<file path="config.mk">
export PLATFORM = sky130hd
export DESIGN_NAME = mem_access_unit
export DESIGN_NICKNAME = d
export VERILOG_FILES = /design/src/rtl/mem_access_unit_pkg.sv /design/src/rtl/mem_access_unit_lane_align.sv /design/src/rtl/mem_access_unit.sv
export SDC_FILE = /design/constraint.sdc
export NUM_CORES = 1
export LEC_CHECK = 0
export ABC_AREA = 1
export BUFFER_PORTS_ARGS = -buffer_cell sky130_fd_sc_hd__buf_4
export CAP_MARGIN = 20
export CORE_MARGIN = 5
export CORE_UTILIZATION = 35
export DETAILED_ROUTE_END_ITERATION = 12
export PLACE_DENSITY = 0.68
export REMOVE_ABC_BUFFERS = 1
export SLEW_MARGIN = 20
export SYNTH_ARGS = -nofsm -noshare
export SYNTH_HDL_FRONTEND = slang
export SYNTH_SLANG_ARGS = --single-unit
</file>
<file path="constraint.sdc">
create_clock -name clk -period 1.8 [get_ports clk]
set_clock_uncertainty 0.2 [all_clocks]
set_input_delay 0.09 -clock clk [delete_from_list [all_inputs] [get_ports clk]]
set_output_delay 0.09 -clock clk [all_outputs]
set_load 0.005 [all_outputs]
</file>
<file path="src/rtl/mem_access_unit_pkg.sv">
// Shared encodings for the load/store unit: decoder mem_op/mem_sel fields and LSU FSM states.
// Latency: n/a (types, constants and pure helper functions only).
// Backpressure: n/a.
package mem_access_unit_pkg;

    // Decoder mem_op field
    localparam logic [1:0] MEM_OP_NOP   = 2'd0;
    localparam logic [1:0] MEM_OP_LOAD  = 2'd1;
    localparam logic [1:0] MEM_OP_STORE = 2'd2;

    // Decoder mem_sel field (access width / signedness)
    localparam logic [2:0] MEM_SEL_NOP = 3'd0;
    localparam logic [2:0] MEM_SEL_B   = 3'd1;
    localparam logic [2:0] MEM_SEL_H   = 3'd2;
    localparam logic [2:0] MEM_SEL_W   = 3'd3;
    localparam logic [2:0] MEM_SEL_BU  = 3'd4;
    localparam logic [2:0] MEM_SEL_HU  = 3'd5;

    // LSU FSM states, exported so benches can name them
    typedef enum logic [1:0] {
        LSU_IDLE   = 2'd0,
        LSU_ACCESS = 2'd1,
        LSU_RESP   = 2'd2
    } lsu_state_e;

    // Only the five real widths start a bus access; anything else behaves as NOP.
    function automatic logic sel_is_access(input logic [2:0] sel);
        case (sel)
            MEM_SEL_B, MEM_SEL_H, MEM_SEL_W, MEM_SEL_BU, MEM_SEL_HU: sel_is_access = 1'b1;
            default:                                                 sel_is_access = 1'b0;
        endcase
    endfunction

    // Halfwords need an even address, words a 4-byte aligned one.
    function automatic logic is_misaligned(input logic [2:0] sel, input logic [1:0] off);
        case (sel)
            MEM_SEL_H, MEM_SEL_HU: is_misaligned = off[0];
            MEM_SEL_W:             is_misaligned = (off != 2'b00);
            default:               is_misaligned = 1'b0;
        endcase
    endfunction

endpackage

</file>
<file path="src/rtl/mem_access_unit_lane_align.sv">
// Byte-lane steering: store byte enables / lane replication and load extraction with extension.
// Latency: purely combinational, 0 cycles.
// Backpressure: none (no handshake).
// Ports: i_sel access width, i_off byte offset, i_wdata store data, i_rdata bus read word,
//        o_be byte enables, o_wdata lane-replicated store data, o_rdata_ext extended load data.
module mem_lane_align
    import mem_access_unit_pkg::*;
(
    input  logic [2:0]  i_sel,
    input  logic [1:0]  i_off,
    input  logic [31:0] i_wdata,
    input  logic [31:0] i_rdata,
    output logic [3:0]  o_be,
    output logic [31:0] o_wdata,
    output logic [31:0] o_rdata_ext
);

    logic [31:0] w_shifted;

    // Move the addressed byte/halfword down to bit 0 before extending.
    assign w_shifted = i_rdata >> {i_off, 3'b000};

    always_comb begin
        o_be        = 4'b0000;
        o_wdata     = i_wdata;
        o_rdata_ext = 32'h0;
        case (i_sel)
            MEM_SEL_B: begin
                o_be        = 4'b0001 << i_off;
                o_wdata     = {4{i_wdata[7:0]}};
                o_rdata_ext = {{24{w_shifted[7]}}, w_shifted[7:0]};
            end
            MEM_SEL_BU: begin
                o_be        = 4'b0001 << i_off;
                o_wdata     = {4{i_wdata[7:0]}};
                o_rdata_ext = {24'h0, w_shifted[7:0]};
            end
            MEM_SEL_H: begin
                o_be        = 4'b0011 << i_off;
                o_wdata     = {2{i_wdata[15:0]}};
                o_rdata_ext = {{16{w_shifted[15]}}, w_shifted[15:0]};
            end
            MEM_SEL_HU: begin
                o_be        = 4'b0011 << i_off;
                o_wdata     = {2{i_wdata[15:0]}};
                o_rdata_ext = {16'h0, w_shifted[15:0]};
            end
            MEM_SEL_W: begin
                o_be        = 4'b1111;
                o_wdata     = i_wdata;
                o_rdata_ext = w_shifted;
            end
            default: begin
                o_be        = 4'b0000;
                o_wdata     = i_wdata;
                o_rdata_ext = 32'h0;
            end
        endcase
    end

endmodule

</file>
<file path="src/rtl/mem_access_unit.sv">
// Load/store unit: runs one req/ack data-memory transaction per request and returns extended load data.
// Latency: NOP/misaligned 1 cycle start->done; bus access 2 cycles plus bus wait cycles.
// Backpressure: busy stalls the core from the cycle after start until the cycle after done.
// Ports: core side start/mem_op/mem_sel/addr/wdata in, busy/done/rdata/misalign_err/bus_err out;
//        memory side bus_req/bus_we/bus_addr/bus_be/bus_wdata out, bus_ack/bus_rdata in.
module mem_access_unit
    import mem_access_unit_pkg::*;
#(
    parameter int TIMEOUT_CYCLES = 256,
    parameter int ADDR_W         = 32
) (
    input  logic              clk,
    input  logic              rst,
    input  logic              start,
    input  logic [1:0]        mem_op,
    input  logic [2:0]        mem_sel,
    input  logic [ADDR_W-1:0] addr,
    input  logic [31:0]       wdata,
    output logic              busy,
    output logic              done,
    output logic [31:0]       rdata,
    output logic              misalign_err,
    output logic              bus_err,
    output logic              bus_req,
    output logic              bus_we,
    output logic [ADDR_W-1:0] bus_addr,
    output logic [3:0]        bus_be,
    output logic [31:0]       bus_wdata,
    input  logic              bus_ack,
    input  logic [31:0]       bus_rdata
);

    localparam int              CNT_W    = (TIMEOUT_CYCLES > 1) ? $clog2(TIMEOUT_CYCLES + 1) : 1;
    localparam logic [CNT_W-1:0] TO_LIMIT = CNT_W'(TIMEOUT_CYCLES);
    localparam logic            TO_EN    = (TIMEOUT_CYCLES != 0);

    lsu_state_e        r_state;
    lsu_state_e        w_next_state;

    logic              r_busy;
    logic              r_done;
    logic [31:0]       r_rdata;
    logic              r_misalign_err;
    logic              r_bus_err;
    logic              r_bus_req;
    logic              r_bus_we;
    logic [ADDR_W-1:0] r_bus_addr;
    logic [3:0]        r_bus_be;
    logic [31:0]       r_bus_wdata;
    logic              r_is_load;
    logic [2:0]        r_sel;
    logic [1:0]        r_off;
    logic [CNT_W-1:0]  r_cnt;

    logic [CNT_W-1:0]  w_cnt_inc;
    logic              w_req_nop;
    logic              w_req_mis;
    logic              w_launch;
    logic              w_set_mis;
    logic              w_complete;
    logic              w_abort;
    logic [2:0]        w_al_sel;
    logic [1:0]        w_al_off;
    logic [3:0]        w_be;
    logic [31:0]       w_wdata_rep;
    logic [31:0]       w_rdata_ext;

    assign w_req_nop = !((mem_op == MEM_OP_LOAD) || (mem_op == MEM_OP_STORE)) || !sel_is_access(mem_sel);
    assign w_req_mis = is_misaligned(mem_sel, addr[1:0]);
    assign w_cnt_inc = r_cnt + CNT_W'(1);

    // In IDLE the aligner builds enables/store lanes from the live request;
    // afterwards it extracts load data using the latched width and offset.
    assign w_al_sel = (r_state == LSU_IDLE) ? mem_sel   : r_sel;
    assign w_al_off = (r_state == LSU_IDLE) ? addr[1:0] : r_off;

    mem_lane_align u_lane_align (
        .i_sel       (w_al_sel),
        .i_off       (w_al_off),
        .i_wdata     (wdata),
        .i_rdata     (bus_rdata),
        .o_be        (w_be),
        .o_wdata     (w_wdata_rep),
        .o_rdata_ext (w_rdata_ext)
    );

    always_ff @(posedge clk) begin
        if (rst) begin
            r_state <= LSU_IDLE;
        end else begin
            r_state <= w_next_state;
        end
    end

    always_comb begin
        w_next_state = r_state;
        w_launch     = 1'b0;
        w_set_mis    = 1'b0;
        w_complete   = 1'b0;
        w_abort      = 1'b0;
        case (r_state)
            LSU_IDLE: begin
                if (start) begin
                    if (w_req_nop) begin
                        w_next_state = LSU_RESP;
                    end else if (w_req_mis) begin
                        w_next_state = LSU_RESP;
                        w_set_mis    = 1'b1;
                    end else begin
                        w_next_state = LSU_ACCESS;
                        w_launch     = 1'b1;
                    end
                end
            end
            LSU_ACCESS: begin
                // An ack wins over a timeout expiring in the same cycle.
                if (bus_ack) begin
                    w_next_state = LSU_RESP;
                    w_complete   = 1'b1;
                end else if (TO_EN && (w_cnt_inc == TO_LIMIT)) begin
                    w_next_state = LSU_RESP;
                    w_abort      = 1'b1;
                end
            end
            LSU_RESP: begin
                w_next_state = LSU_IDLE;
            end
            default: begin
                w_next_state = LSU_IDLE;
            end
        endcase
    end

    always_ff @(posedge clk) begin
        if (rst) begin
            r_busy         <= 1'b0;
            r_done         <= 1'b0;
            r_rdata        <= 32'h0;
            r_misalign_err <= 1'b0;
            r_bus_err      <= 1'b0;
            r_bus_req      <= 1'b0;
            r_bus_we       <= 1'b0;
            r_bus_addr     <= '0;
            r_bus_be       <= 4'b0000;
            r_bus_wdata    <= 32'h0;
            r_is_load      <= 1'b0;
            r_sel          <= MEM_SEL_NOP;
            r_off          <= 2'b00;
            r_cnt          <= '0;
        end else begin
            r_busy <= (w_next_state != LSU_IDLE);
            r_done <= (w_next_state == LSU_RESP);

            if (w_launch) begin
                r_is_load   <= (mem_op == MEM_OP_LOAD);
                r_sel       <= mem_sel;
                r_off       <= addr[1:0];
                r_bus_req   <= 1'b1;
                r_bus_we    <= (mem_op == MEM_OP_STORE);
                r_bus_addr  <= {addr[ADDR_W-1:2], 2'b00};
                r_bus_be    <= w_be;
                r_bus_wdata <= w_wdata_rep;
                r_cnt       <= '0;
            end else if ((r_state == LSU_ACCESS) && !bus_ack) begin
                r_cnt <= w_cnt_inc;
            end

            if (w_complete || w_abort) begin
                r_bus_req <= 1'b0;
            end

            if (w_complete && r_is_load) begin
                r_rdata <= w_rdata_ext;
            end

            // Error flags live exactly for the RESP cycle.
            if (r_state == LSU_RESP) begin
                r_misalign_err <= 1'b0;
                r_bus_err      <= 1'b0;
            end else begin
                if (w_set_mis) begin
                    r_misalign_err <= 1'b1;
                end
                if (w_abort) begin
                    r_bus_err <= 1'b1;
                end
            end
        end
    end

    assign busy         = r_busy;
    assign done         = r_done;
    assign rdata        = r_rdata;
    assign misalign_err = r_misalign_err;
    assign bus_err      = r_bus_err;
    assign bus_req      = r_bus_req;
    assign bus_we       = r_bus_we;
    assign bus_addr     = r_bus_addr;
    assign bus_be       = r_bus_be;
    assign bus_wdata    = r_bus_wdata;

endmodule
</file>
Word-level counts from Yosys, hierarchy flattened
Index checks and enable logic that the tools add are counted.
{"block": "totals", "out_inout_bits": 106, "ff_bits": 121, "word_cells": 79}
{"block": "classes", "muxes": 26, "eq_ne": 16, "addsub": 1, "reduce_logical": 18, "shift": 3}
{"op": "32-bit one-hot mux with 5 select lines", "n": 1}
{"op": "32-bit one-hot mux with 2 select lines", "n": 1}
{"op": "32-bit by 5-bit >> shifter with 32-bit output", "n": 1}
{"op": "1-bit 2-to-1 mux", "n": 14}
{"op": "3-bit by 2-bit == test with 1-bit output, second input constant", "n": 4}
{"op": "3-bit == test, second input constant", "n": 4}
{"op": "2-bit 2-to-1 mux", "n": 6}
{"op": "4-bit one-hot mux with 3 select lines", "n": 1}
{"op": "2-bit OR reduction", "n": 6}
{"op": "9-bit by 1-bit adder with 9-bit output, second input constant", "n": 1}
{"op": "9-bit == test, second input constant", "n": 1}
{"op": "2-bit == test, second input constant", "n": 3}
{"op": "3-bit by 1-bit == test with 1-bit output, second input constant", "n": 2}
{"op": "5-bit OR reduction", "n": 1}
{"op": "2-bit by 1-bit == test with 1-bit output, second input constant", "n": 2}
{"op": "2-bit one-hot mux with 2 select lines", "n": 1}
{"op": "2-bit nonzero test", "n": 2}
{"op": "1-bit by 2-bit << shifter with 4-bit output, first input constant", "n": 1}
{"op": "2-bit by 2-bit << shifter with 4-bit output, first input constant", "n": 1}
{"op": "1-bit logical NOT", "n": 3}
{"op": "1-bit logical OR", "n": 3}
{"op": "3-bit 2-to-1 mux", "n": 1}
{"op": "1-bit logical AND", "n": 2}
{"op": "2-bit logical NOT", "n": 1}
{"op": "1-bit one-hot mux with 2 select lines", "n": 1}

Longest topological paths before layout
{"block": "logic_depth", "word_depth": 9, "mapped_depth": 13, "ltp_nobuf": 13}

Modules after synthesis
Synthesis repeated with hierarchy kept, for this count alone.
{"block": "unflattened", "hier_cells": 906, "hier_area_um2": 5959.5}
{"mod": "mem_access_unit", "cells_each": 610, "seq_area_each_um2": 2422.3, "instances": 1, "area_each_um2": 4595.7}
{"mod": "mem_lane_align", "cells_each": 296, "seq_area_each_um2": 0.0, "instances": 1, "area_each_um2": 1363.8}

Worst setup path before layout
OpenSTA, ideal clock, no wires.
{"block": "synth_path", "path_kind": "register to register", "from": "reg r_state[0]", "to": "reg r_bus_wdata[24], in the netlist bus_wdata[24]", "n_path_buf": 1, "path_slack_ns": -0.001, "period_less_slack_ns": 1.801, "required_ns": 1.483, "arrival_time_ns": 1.484, "path_stages_with_launch": 9, "cell_sequence": "dfxtp_1 > nor2_4 > o21ai_2 > nand3_4 > nand2_4 > nor2_4 > buf_6 > a21oi_1 > nor2_1"}
{"block": "synth_between", "elab_chain_len": 5}
{"element": "start: declaration", "line_no": "mem_access_unit.sv:37", "rtl": "lsu_state_e r_state;"}
{"element": "start signal: assignment", "line_no": "mem_access_unit.sv:91", "rtl": "r_state <= w_next_state;"}
{"element": "2-bit logical NOT *", "line_no": "mem_access_unit.sv:74, mem_access_unit.sv:101"}
{"element": "3-bit 2-to-1 mux", "line_no": "mem_access_unit.sv:74", "rtl": "assign w_al_sel = (r_state == LSU_IDLE) ? mem_sel : r_sel;"}
{"element": "3-bit by 2-bit == test with 1-bit output, or another cell as far along", "line_no": "mem_access_unit_lane_align.sv:27", "rtl": "case (i_sel)"}
{"element": "2-bit OR reduction (no source line)"}
{"element": "32-bit one-hot mux with 2 select lines", "line_no": "mem_access_unit_lane_align.sv:27"}
{"element": "end signal: assignment", "line_no": "mem_access_unit.sv:162", "rtl": "r_bus_wdata <= w_wdata_rep;"}
{"element": "end: declaration", "line_no": "mem_access_unit.sv:49", "rtl": "logic [31:0] r_bus_wdata;"}
Every way passes the cells marked *; elsewhere a longest branch is shown, timed or not.
A chain may end at the register's enable or synchronous reset.

Worst setup path in the final report
{"block": "layout_path", "from": "reg r_state[0]", "to": "reg r_rdata[25], in the netlist rdata[25]"}
{"block": "layout_between", "elab_chain_len": 4}
{"element": "2-bit logical NOT", "line_no": "mem_access_unit.sv:74, mem_access_unit.sv:75"}
{"element": "2-bit 2-to-1 mux or 3-bit 2-to-1 mux (tied branches)", "line_no": "mem_access_unit.sv:75, mem_access_unit.sv:74"}
{"element": "32-bit by 5-bit >> shifter with 32-bit output, or another cell as far along", "line_no": "mem_access_unit_lane_align.sv:21", "rtl": "assign w_shifted = i_rdata >> {i_off, 3'b000};"}
{"element": "32-bit one-hot mux with 5 select lines", "line_no": "mem_access_unit_lane_align.sv:27"}
{"element": "end signal: assignment", "line_no": "mem_access_unit.sv:173", "rtl": "r_rdata <= w_rdata_ext;"}
{"element": "end: declaration", "line_no": "mem_access_unit.sv:42", "rtl": "logic [31:0] r_rdata;"}
Several ways; a longest one is shown, not always the timed one.

==> flow_summary.json <==
{
  "run_status": "finished, violations left",
  "violations": "hold timing, setup timing",
  "synth_fa_ha_area_share_pct": 0.656,
  "fmax_ghz": 0.504,
  "rsz0062_at_grt": "true",
  "p_leak_nw": 4.93,
  "netlist_area_sq_um": 5720,
  "wl_met3_um": 1990,
  "synth.area.top_cells": "dfxtp_1, nand2_1, nand3_1",
  "hold_path_class": "input port to flip-flop",
  "hold_path_depth": 7,
  "r2r_end": "rdata[25]",
  "dieHeight_um": 138,
  "grt_pass1_wl_um": 33700,
  "drc": 0,
  "placed_cells_incl_taps": 1265,
  "design_area_sq_um": 10500,
  "cts_buffers": 17,
  "io_pins": 211,
  "min_period_ns": 1.98,
  "core_sq_um": 15900,
  "top_layer_used": "met4",
  "maxCapViolations": 0,
  "ys_ff_latch": 121,
  "path_clk_slew_ns": 0.06,
  "synth_compound_area_share_pct": 17.6,
  "synth_top_family_by_area": "simple AND/OR/NAND/NOR gates",
  "r2r_cells": 11,
  "rrSetupSlack_ns": -0.18,
  "nets": 1300,
  "synth_simple_gate_area_share_pct": 30.7,
  "yosysTopAreaCell": "dfxtp_1",
  "io_buffers": 208,
  "synth_ff_type": "dfxtp_1",
  "pre_cts_ws_ns": -0.252,
  "drt_iter0_drc": 594,
  "clock_latency_ns": 0.42,
  "start_util_pct": 35.9,
  "dp_hpwl_um": 14800,
  "yosysTopAreaCellShare_pct": 42.3,
  "met1Wirelength_um": 9440,
  "wire_per_inst_um": 16.6,
  "finalCritPeriodShare_pct": 110,
  "cp_max_fo": 12,
  "grt_max_degree": 40,
  "first_pass_iters": 5,
  "dr_wl_met2_um": 11500,
  "vias_per_cell": 4.98,
  "critPathCaptureType": "flip-flop",
  "synth_edf_count": 0,
  "syn_inst": 797,
  "irDropWorstVdd_uv": 708,
  "async_reset_ff_share_pct": 0,
  "place_area_sq_um": 8110,
  "antenna_found_initial": 1,
  "grt_pass1_vias": 6651,
  "fp.dieW_um": 138,
  "cts_tree": "done",
  "fill_cells": 1229,
  "p_per_area_nw_per_um2": 814,
  "seqCellArea_sq_um": 2430,
  "drt-total-wl_um": 23600,
  "cts_htree_levels": 4,
  "multi_input_area_sq_um": 3200,
  "finalHoldViolCount": 1,
  "setup_slack_ns": -0.184,
  "synth_xor_xnor_area_share_pct": 0.306,
  "area_growth_pct": 83.1,
  "root_buffer": "clkbuf_16",
  "worstSetupEndpoint": "rdata[25]",
  "synth_cell_type_count": 32,
  "syn_area_per_cell_sq_um": 7.18,
  "drive_gt1_share_pct": 38.4,
  "postRouteAntennaNets": 0,
  "synth_mux_area_share_pct": 0,
  "start_kind": "flip-flop",
  "dieArea_sq_um": 19000,
  "required_ns": 1.90,
  "rows": 46,
  "crit_arrival_ns": 2.08,
  "setup_viol": 106,
  "yosys_warnings": 0,
  "grt-ovfl-total": 0,
  "drv_slew": 0,
  "r2r-start": "r_state[0]",
  "crit_start": "r_state[0]",
  "fin_hold_ws_ns": -0.00744,
  "path_class": "flip-flop to flip-flop",
  "stdcell_count": 1422,
  "vias": 7076,
  "clk_path_buf_depth": 2,
  "yosysSeqAreaShare_pct": 42.3,
  "grt_usage_pct": 22.4,
  "cts_sinks": 121,
  "place.gp.congestion": 0.886
}
## critical path, stage by stage, from the launching register on
cell     delay [ns]
dfxtp_2        0.34
nor2_4         0.18
buf_6          0.17
nand2_2        0.09
buf_4          0.15
nand3_2        0.10
nand3_4        0.09
nand3_4        0.12
buf_12         0.15
nand3_1        0.09
nand2_1        0.10
a21oi_2        0.05
## registers in the layout, summed over array words and instances, names as in the netlist, 2 cells and up
signal and count:
bus_addr 30, bus_be 4, bus_wdata 32, r_cnt 9, r_off 2, r_sel 3
r_state 2, rdata 32
## layer usage
| layer | up-vias | global-route usage [%] |
|---|---|---|
| met4 | 0 | 9.06 |
| met5 | - | 0 |
| met1 | 3282 | 27.1 |
| met3 | 52 | 5.77 |
| met2 | 313 | 38.1 |
| li1 | 3429 | - |
## repair_timing
| item | CTS | global route |
|---|---|---|
| hold endpoints to repair | 102 | 1 |
| gates cloned | 1 | 6 |
| setup buffers | 15 | 6 |
| pin swaps | 8 | 14 |
| endpoints found under the setup margin | 118 | 120 |
| resized for setup | 61 | 87 |
| hold buffers | 97 | 1 |
## cell families after synthesis
kind of cell | after synthesis
AND/OR/NAND/NOR | 401
AO/OA/AOI/OAI | 165
flip-flops | 121
buffers and inverters | 104
adder cells (fa/ha/maj) | 3
XOR/XNOR | 2
other | 1
## layout make-up
| class | instances | area share [%] |
|---|---|---|
| tap | 216 | 2.58 |
| antenna | 1 | 0.0239 |
| timing repair buffer | 422 | 35.7 |
| sequential | 121 | 23.2 |
| clock inverter | 14 | 1.64 |
| multi-input combinational | 573 | 30.5 |
| inverter | 57 | 2.11 |
| clock buffer | 18 | 4.19 |
## worst min-delay path by stage
stage             startpoint            to  slack, ns
6_report       bus_rdata[22]      rdata[6]     -0.007
5_1_grt        bus_rdata[22]      rdata[6]       0.04
4_1_cts        bus_rdata[21]     rdata[13]      0.001
3_5_place_dp        addr[13]  bus_addr[13]       0.12
3_3_place_gp        addr[13]  bus_addr[13]       0.11
2_1_floorplan            rst     rdata[10]      -0.04
## placed cells by master (no fill, tap or decap), types with 4 or more instances in the layout
master	n
buf_4	286
nand2_1	217
dfxtp_1	116
dlygate4sd3_1	97
nand3_1	76
inv_1	51
a21oi_1	47
nor2_1	38
a22o_1	36
o21ai_0	29
clkbuf_16	22
nand2_2	19
a21oi_2	17
buf_6	17
o21ai_1	13
nand2_4	13
buf_12	12
nor2_4	10
nand3_2	10
a31oi_1	9
nor2_2	6
nand3_4	5
o21ai_2	5
buf_8	4
## where the power goes
| part | switching [W] | total (W) | leakage [nW] | internal (W) |
|---|---|---|---|---|
| Sequential | 0.0000628 | 0.00284 | 0.983 | 0.00278 |
| Clock | 0.00133 | 0.00355 | 0.293 | 0.00222 |
| Combinational | 0.00106 | 0.00214 | 3.66 | 0.00109 |
## Yosys cell counts (9+ instances only)
master,instances
a31oi_1,9
buf_2,14
dfxtp_1,121
o21ai_0,46
nand3_1,85
buf_4,9
nor2_1,47
clkbuf_1,20
a22o_1,36
a21oi_1,64
inv_1,55
nand2_1,240
## metrics by stage
step           hold slack (ns)  total power (W)  utilization (%)  setup TNS, ns
6_report              -0.00744          0.00853             65.7         -10.40
2_1_floorplan          -0.0409          0.00357                -         -71.98
5_1_grt                 0.0368          0.00886             65.7         -20.32
3_3_place_gp             0.113          0.00446             50.8         -12.74
3_5_place_dp             0.116          0.00447             50.8         -21.41
4_1_cts                0.00137          0.00836             62.7          -3.79
No activity file was read; power rests on OpenSTA's default activity.
